`src/rtl/dma_copy_ctrl.sv`:
```
// dma_copy_ctrl: control and data-move stage in front of the DMAC wrapper.
// A go pulse launches a host read and a host write of `size` words through
// the DMAC side-band. Words are then moved from the DMAC read FIFO to the
// DMAC write FIFO through a one-word skid register.
//
// Ports:
//   clk, rst_n          single clock, synchronous active-low reset
//   go                  one-cycle start request (ignored unless idle)
//   src_addr, dst_addr  source/destination offsets, sampled on accepted go
//   size                transfer length in words, sampled on accepted go
//   busy, done          status: busy until completion, done pulses once
//   words_copied        words pushed in the current or last transfer
//   rd_go/rd_size/rd_addr, rd_data/empty/rd_en/rd_done   DMAC read side
//   wr_go/wr_size/wr_addr, wr_data/full/wr_en/wr_done    DMAC write side
module dma_copy_ctrl #(
  parameter int unsigned DATA_WIDTH = 32,
  parameter int unsigned ADDR_WIDTH = 32,
  parameter int unsigned SIZE_WIDTH = 16
) (
  input  logic                  clk,
  input  logic                  rst_n,
  input  logic                  go,
  input  logic [ADDR_WIDTH-1:0] src_addr,
  input  logic [ADDR_WIDTH-1:0] dst_addr,
  input  logic [SIZE_WIDTH-1:0] size,
  output logic                  busy,
  output logic                  done,
  output logic [SIZE_WIDTH-1:0] words_copied,
  output logic                  rd_go,
  output logic [SIZE_WIDTH-1:0] rd_size,
  output logic [ADDR_WIDTH-1:0] rd_addr,
  input  logic [DATA_WIDTH-1:0] rd_data,
  input  logic                  empty,
  output logic                  rd_en,
  input  logic                  rd_done,
  output logic                  wr_go,
  output logic [SIZE_WIDTH-1:0] wr_size,
  output logic [ADDR_WIDTH-1:0] wr_addr,
  output logic [DATA_WIDTH-1:0] wr_data,
  input  logic                  full,
  output logic                  wr_en,
  input  logic                  wr_done
);

  typedef enum logic [2:0] {
    IDLE,
    START,
    COPY,
    DRAIN,
    DONE
  } state_t;

  state_t                state;
  logic [SIZE_WIDTH-1:0] size_q;
  logic [SIZE_WIDTH-1:0] rd_cnt;
  logic [SIZE_WIDTH-1:0] wc_next;
  logic                  skid_valid;
  logic                  rd_seen;
  logic                  wr_seen;
  logic                  pop;
  logic                  push;

  // Pop may refill the skid in the same cycle it is being emptied, which
  // gives one word per cycle when neither FIFO stalls.
  always_comb begin
    push    = 1'b0;
    pop     = 1'b0;
    wc_next = words_copied + 1'b1;
    if (state == COPY) begin
      push = skid_valid && !full;
      pop  = !empty && (rd_cnt < size_q) && (!skid_valid || push);
    end
    rd_en = pop;
    wr_en = push;
  end

  always_ff @(posedge clk) begin
    if (!rst_n) begin
      state        <= IDLE;
      busy         <= 1'b0;
      done         <= 1'b0;
      words_copied <= '0;
      rd_go        <= 1'b0;
      wr_go        <= 1'b0;
      rd_size      <= '0;
      wr_size      <= '0;
      rd_addr      <= '0;
      wr_addr      <= '0;
      wr_data      <= '0;
      size_q       <= '0;
      rd_cnt       <= '0;
      skid_valid   <= 1'b0;
      rd_seen      <= 1'b0;
      wr_seen      <= 1'b0;
    end else begin
      rd_go <= 1'b0;
      wr_go <= 1'b0;
      done  <= 1'b0;

      // DMAC completions may arrive any time after launch; keep them sticky
      // so DRAIN never misses an early one.
      if (state == START || state == COPY || state == DRAIN) begin
        if (rd_done) rd_seen <= 1'b1;
        if (wr_done) wr_seen <= 1'b1;
      end

      case (state)
        IDLE: begin
          if (go) begin
            size_q       <= size;
            rd_size      <= size;
            wr_size      <= size;
            rd_addr      <= src_addr;
            wr_addr      <= dst_addr;
            words_copied <= '0;
            rd_cnt       <= '0;
            skid_valid   <= 1'b0;
            rd_seen      <= 1'b0;
            wr_seen      <= 1'b0;
            busy         <= 1'b1;
            state        <= (size == '0) ? DONE : START;
          end
        end
        START: begin
          rd_go <= 1'b1;
          wr_go <= 1'b1;
          state <= COPY;
        end
        COPY: begin
          if (pop) begin
            wr_data    <= rd_data;
            rd_cnt     <= rd_cnt + 1'b1;
            skid_valid <= 1'b1;
          end else if (push) begin
            skid_valid <= 1'b0;
          end
          if (push) begin
            words_copied <= wc_next;
            if (wc_next == size_q) state <= DRAIN;
          end
        end
        DRAIN: begin
          if ((rd_seen || rd_done) && (wr_seen || wr_done)) state <= DONE;
        end
        DONE: begin
          done  <= 1'b1;
          busy  <= 1'b0;
          state <= IDLE;
        end
        default: state <= IDLE;
      endcase
    end
  end

endmodule

```
`config.mk`:
```
export PLATFORM = sky130hd
export DESIGN_NAME = dma_copy_ctrl
export DESIGN_NICKNAME = d
export VERILOG_FILES = /design/src/rtl/dma_copy_ctrl.sv
export SDC_FILE = /design/constraint.sdc
export NUM_CORES = 1
export LEC_CHECK = 0
export BUFFER_PORTS_ARGS = -buffer_cell sky130_fd_sc_hd__buf_2
export CORE_MARGIN = 1.5
export CORE_UTILIZATION = 53
export DETAILED_ROUTE_END_ITERATION = 10
export MAX_ROUTING_LAYER = met4
export PLACE_DENSITY = 0.85
export SLEW_MARGIN = 40
export SYNTH_ARGS = -nofsm -noshare
export SYNTH_HDL_FRONTEND = slang
export SYNTH_SLANG_ARGS = --single-unit
```
`constraint.sdc`:
```
create_clock -name clk -period 5.7 [get_ports clk]
set_input_delay 1.14 -clock clk [delete_from_list [all_inputs] [get_ports clk]]
set_output_delay 1.14 -clock clk [all_outputs]
set_load 0.02 [all_outputs]
```
### Word-level counts from Yosys, hierarchy flattened

Index checks and enable logic that the tools add are counted.

| storage, ports and cells | value |
|---|---|
| flip-flop bits (word level) | 153 |
| bits in latches | 0 |
| memory bits (writable) | 0 |
| ROM bits | 0 |
| input port bits | 119 |
| output and inout bits | 150 |
| word-level logic and storage cells | 79 |
| memories kept | 0 |

| cells by class | value |
|---|---|
| add/sub/neg operators | 2 |
| multiply operators | 0 |
| divide/modulo/power cells | 0 |
| order comparisons | 1 |
| equal/unequal tests | 11 |
| shift operators | 0 |
| multiplexer cells | 29 |
| bitwise gates (word level) | 0 |
| reductions and logical operators | 23 |

Operators by type and width:

| operator | count |
|---|---|
| one-hot mux 16 bit (2 select lines) | 2 |
| 2-to-1 mux 16 bit | 3 |
| adder 16 x 1 -> 16 bit (second input constant) | 2 |
| equality test 16 bit | 1 |
| zero test 16 bit | 1 |
| < comparator 16 bit | 1 |
| 2-to-1 mux 1 bit | 16 |
| 2-to-1 mux 3 bit | 5 |
| one-hot mux 3 bit (4 select lines) | 1 |
| AND reduction 3 bit | 3 |
| equality test 3 x 2 -> 1 bit (second input constant) | 2 |
| != test 2 bit (second input constant) | 3 |
| AND reduction 2 bit | 3 |
| logical OR 1 bit | 5 |
| logical AND 1 bit | 4 |
| != test 2 x 1 -> 1 bit (second input constant) | 2 |
| one-hot mux 1 bit (2 select lines) | 2 |
| AND reduction 4 bit | 1 |
| nonzero test 2 bit | 2 |
| equality test 3 x 1 -> 1 bit (second input constant) | 1 |
| equality test 3 bit (second input constant) | 1 |
| zero test 1 bit | 3 |
| zero test 3 bit | 1 |
| != test 3 bit (second input constant) | 1 |

### Longest topological paths before layout

| depth | value |
|---|---|
| depth after elaboration | 7 |
| gate-level depth with buffers | 10 |
| depth with buffers taken out | 9 |

### Worst setup path after synthesis

OpenSTA, ideal clock, no wires.

| path | value |
|---|---|
| path type | input to output |
| start | in full |
| end | out rd_en |
| arrival time | 2.262 ns |
| required time | 4.560 ns |
| slack | 2.298 ns |
| cell stages on the path | 6 |
| path buffers | 1 |
| cell sequence | a211oi_1 o21ai_0 nor2_1 nand2_2 buf_2 inv_1 |

| on the way | value |
|---|---|
| cells in the longest elaborated chain, start to end | 5 |

Ends and longest elaborated chain:

| element | line | source |
|---|---|---|
| from (decl) | 40 | `input logic full,` |
| zero test 1 bit | 70 | `push = skid_valid && !full;` |
| logical AND 1 bit | 70 |  |
| logical OR 1 bit | 71 | `pop = !empty && (rd_cnt < size_q) && (!skid_valid \|\| push);` |
| logical AND 1 bit | 71 |  |
| 2-to-1 mux 1 bit | 69 | `if (state == COPY) begin` |
| to (decl) | 34 | `output logic rd_en,` |

Every way passes these cells.

### Worst setup path after layout

| path | value |
|---|---|
| start | reg size_q[13] |
| end | out rd_en |

| on the way | value |
|---|---|
| cells in the longest elaborated chain, start to end | 4 |

Ends and longest elaborated chain:

| element | line | source |
|---|---|---|
| from (decl) | 54 | `logic [SIZE_WIDTH-1:0] size_q;` |
| from (signal assigned) | 110 | `size_q <= size;` |
| < comparator 16 bit | 71 |  |
| logical AND 1 bit (2 in a row) | 71 |  |
| 2-to-1 mux 1 bit | 69 |  |

Every way passes these cells.

==> metrics.txt <==
outcome=finished clean; TNS Setup=0 ps; GRT overflow=0; IO Pins=269; Slew Viols, Final=0; initial cell density of the core=54.1%; YS warnings=0; r2r endpoint=state[0]; TritonCTS clock tree=built; #FFs+latches synth=153; Rel. slew slack=57.6%; fmax=252 MHz; IO buf count=268; clk_lat worst skew=420 ps; Setup WS pre-CTS=1810 ps; post-CTS setup buffers=0; R2R depth=8; DR vias=6,592; number of global-route vias before repair=6,197; Worst VDD drop=0.173 mV; Placer Congestion=0.894; DR DRC count=0; initial antenna violation count=0; post-detail-place hpwl=13.2 mm; Pre-Repair DR Iteration Count=5; antenna-violating nets left=0; Reg2Reg Launch Point=words_copied[0]; Hold Path Stages=2; Leakage=4.30 nW; number of flops mapped to enable cells by yosys=0; Die ar.=14,200 sq um; ys flop type=dfxtp_1; Core Box Area=13,200 sq um; Final Hold Vio Count=0; Pwr per Cell Area=290 nW/um^2; first-pass GRT wire length=29.3 mm; post-synthesis cell area=7130 sq um; crit share post-route=69.6%; CP Launch Type=flop; Gate Count Post-Synth=835; Inserted Clock Buffers=17; Yosys cell types=58; share of layout cells above drive strength 1=29.7%; Final Skew=8.21 ps; critical path class=reg2out; syn nets=971; hold path start=rd_addr[0]; Root Buffer=clkbuf_16; asr flop ratio synth=0%; post-route core utilization=68.2%; clock sink count=153; Synth Area per Inst=8.54 sq um; Tmin final=3970 ps; area grow syn2layout=26.1%; hold crit path type=reg2reg; Vias/cell=5.26; clk buf depth=2; Tot GR Track Use=26.3%; # rows=42; Hold EP=rd_addr[0]; Least-Margin Pin Slew=633 ps; Crit. End Element=output port; largest net degree at the start of global routing=82; total power=2.60 mW; DP Cell Count=1,220; setup violators final=0; wire per inst=14.8 um; Iteration-0 DRC Markers=582; Clock transition at path regs=60 ps; Layout Cells excl Fill=1,253; total of max-cap violations=0; CP required=4560 ps; n_diodes=0; peak fanout along the critical path=34; Hold Buf Count CTS=0; R2R setup slack=2880 ps; RSZ-0062 raised after global routing=false; Final WS setup=1730 ps; Worst EP arrival=2830 ps; sequential area share after synthesis=42.9%; Die X=119 um; Routed WL=18.5 mm; PostCTS Resize Cnt=0; Die H=119 um; fin nets=1,200; # H-tree levels=4
registers in the layout, summed over array words and instances (netlist names):
register / count
wr_go: 1
busy: 1
rd_cnt: 16
wr_seen: 1
rd_addr: 32
wr_addr: 32
size_q: 16
words_copied: 16
state: 3
skid_valid: 1
done: 1
wr_data: 32
rd_seen: 1
routing by layer:
metal  vias up  track usage [%]  wire [um]
li1       3258                -          -
met1      3044             32.2       8040
met2       244             42.4       8760
met3        46             5.84       1230
met4         0             10.2        492
met5         -                -          0
area by class of cell:
class,count,area (sq um)
Multi-Input combinational cell,599,3680
Inverter,19,71.3
Clock buffer,18,429
Timing Repair Buffer,274,1410
Tap cell,176,220
Sequential cell,153,3060
Fill cell,1068,4200
Clock inverter,14,116
critical path, stage by stage, from the launching register on:
cell and delay (ps):
dfxtp_1 440, inv_1 80, ha_1 300, a21o_1 110
a21oi_1 70, o21ai_0 480, nor2_1 110, nand2_2 90
buf_4 450, inv_1 80, buf_2 170
power breakdown:
part           leakage (nW)  switching (mW)  internal [mW]
registers              1.25          0.0384           1.12
logic                  2.79           0.247          0.150
clock network         0.262           0.479          0.568
total                  4.30           0.765           1.84
how the worst max path moves through the flow:
stage,startpoint,to,slack [ps],cells after the start
5_1_grt,size_q[13],rd_en,1570,10
3_5_place_dp,full,rd_en,1810,8
2_1_floorplan,full,rd_en,2300,6
4_1_cts,size_q[9],rd_en,1730,10
6_report,size_q[13],rd_en,1730,10
3_3_place_gp,full,rd_en,1800,8
Yosys cell counts (4+ instances only):
cell type,instances,share of area (%)
o41ai_1,4,0.49
clkbuf_1,33,1.7
nand2b_1,5,0.44
inv_1,19,1.0
nand2_1,193,10
dfxtp_1,153,43
o31ai_1,5,0.53
nor3_1,7,0.49
xnor2_1,15,1.8
o21a_1,4,0.42
and3_1,10,0.88
o211ai_1,7,0.74
nand3_1,19,1.3
ha_1,17,3.0
xor2_1,20,2.5
a21oi_1,16,1.1
nor4_1,6,0.53
nor2_1,44,2.3
mux2i_1,34,4.8
and2_1,4,0.35
buf_4,19,2.0
a21boi_0,82,8.6
nor2b_1,33,2.9
buf_2,9,0.63
o21ai_0,20,1.4
nand4_1,5,0.44
o2111ai_1,4,0.49
metrics by stage:
stage               hold slack, ps  area (sq um)
floorplan                      438          7130
global placement               447          8410
detailed placement             454          8410
CTS                            463          8960
global route                   475          8990
finish                         459          8990
layout by cell type, fill, tap and decap left out, types with 16 or more instances in the layout:
master,instances
a21oi_1,16
clkbuf_16,17
xor2_1,20
o21ai_0,20
nand2_1,193
nor2_1,43
a21boi_0,82
buf_2,268
ha_1,17
nor2b_1,33
inv_1,19
nand3_1,19
dfxtp_1,153
mux2i_1,34
kinds of logic after synthesis:
| logic type | after synthesis | share of synthesized area (%) |
|---|---|---|
| buffers and inverters | 83 | 5.56 |
| xor gates and xnor gates | 35 | 4.30 |
| AOI/OAI and AO/OA | 164 | 16.4 |
| muxes | 35 | 4.93 |
| DFF | 153 | 42.9 |
| adders and majority gates | 17 | 2.98 |
| and+or+nand+nor | 348 | 22.9 |
Note: power is estimated with default switching activity, not from simulation.
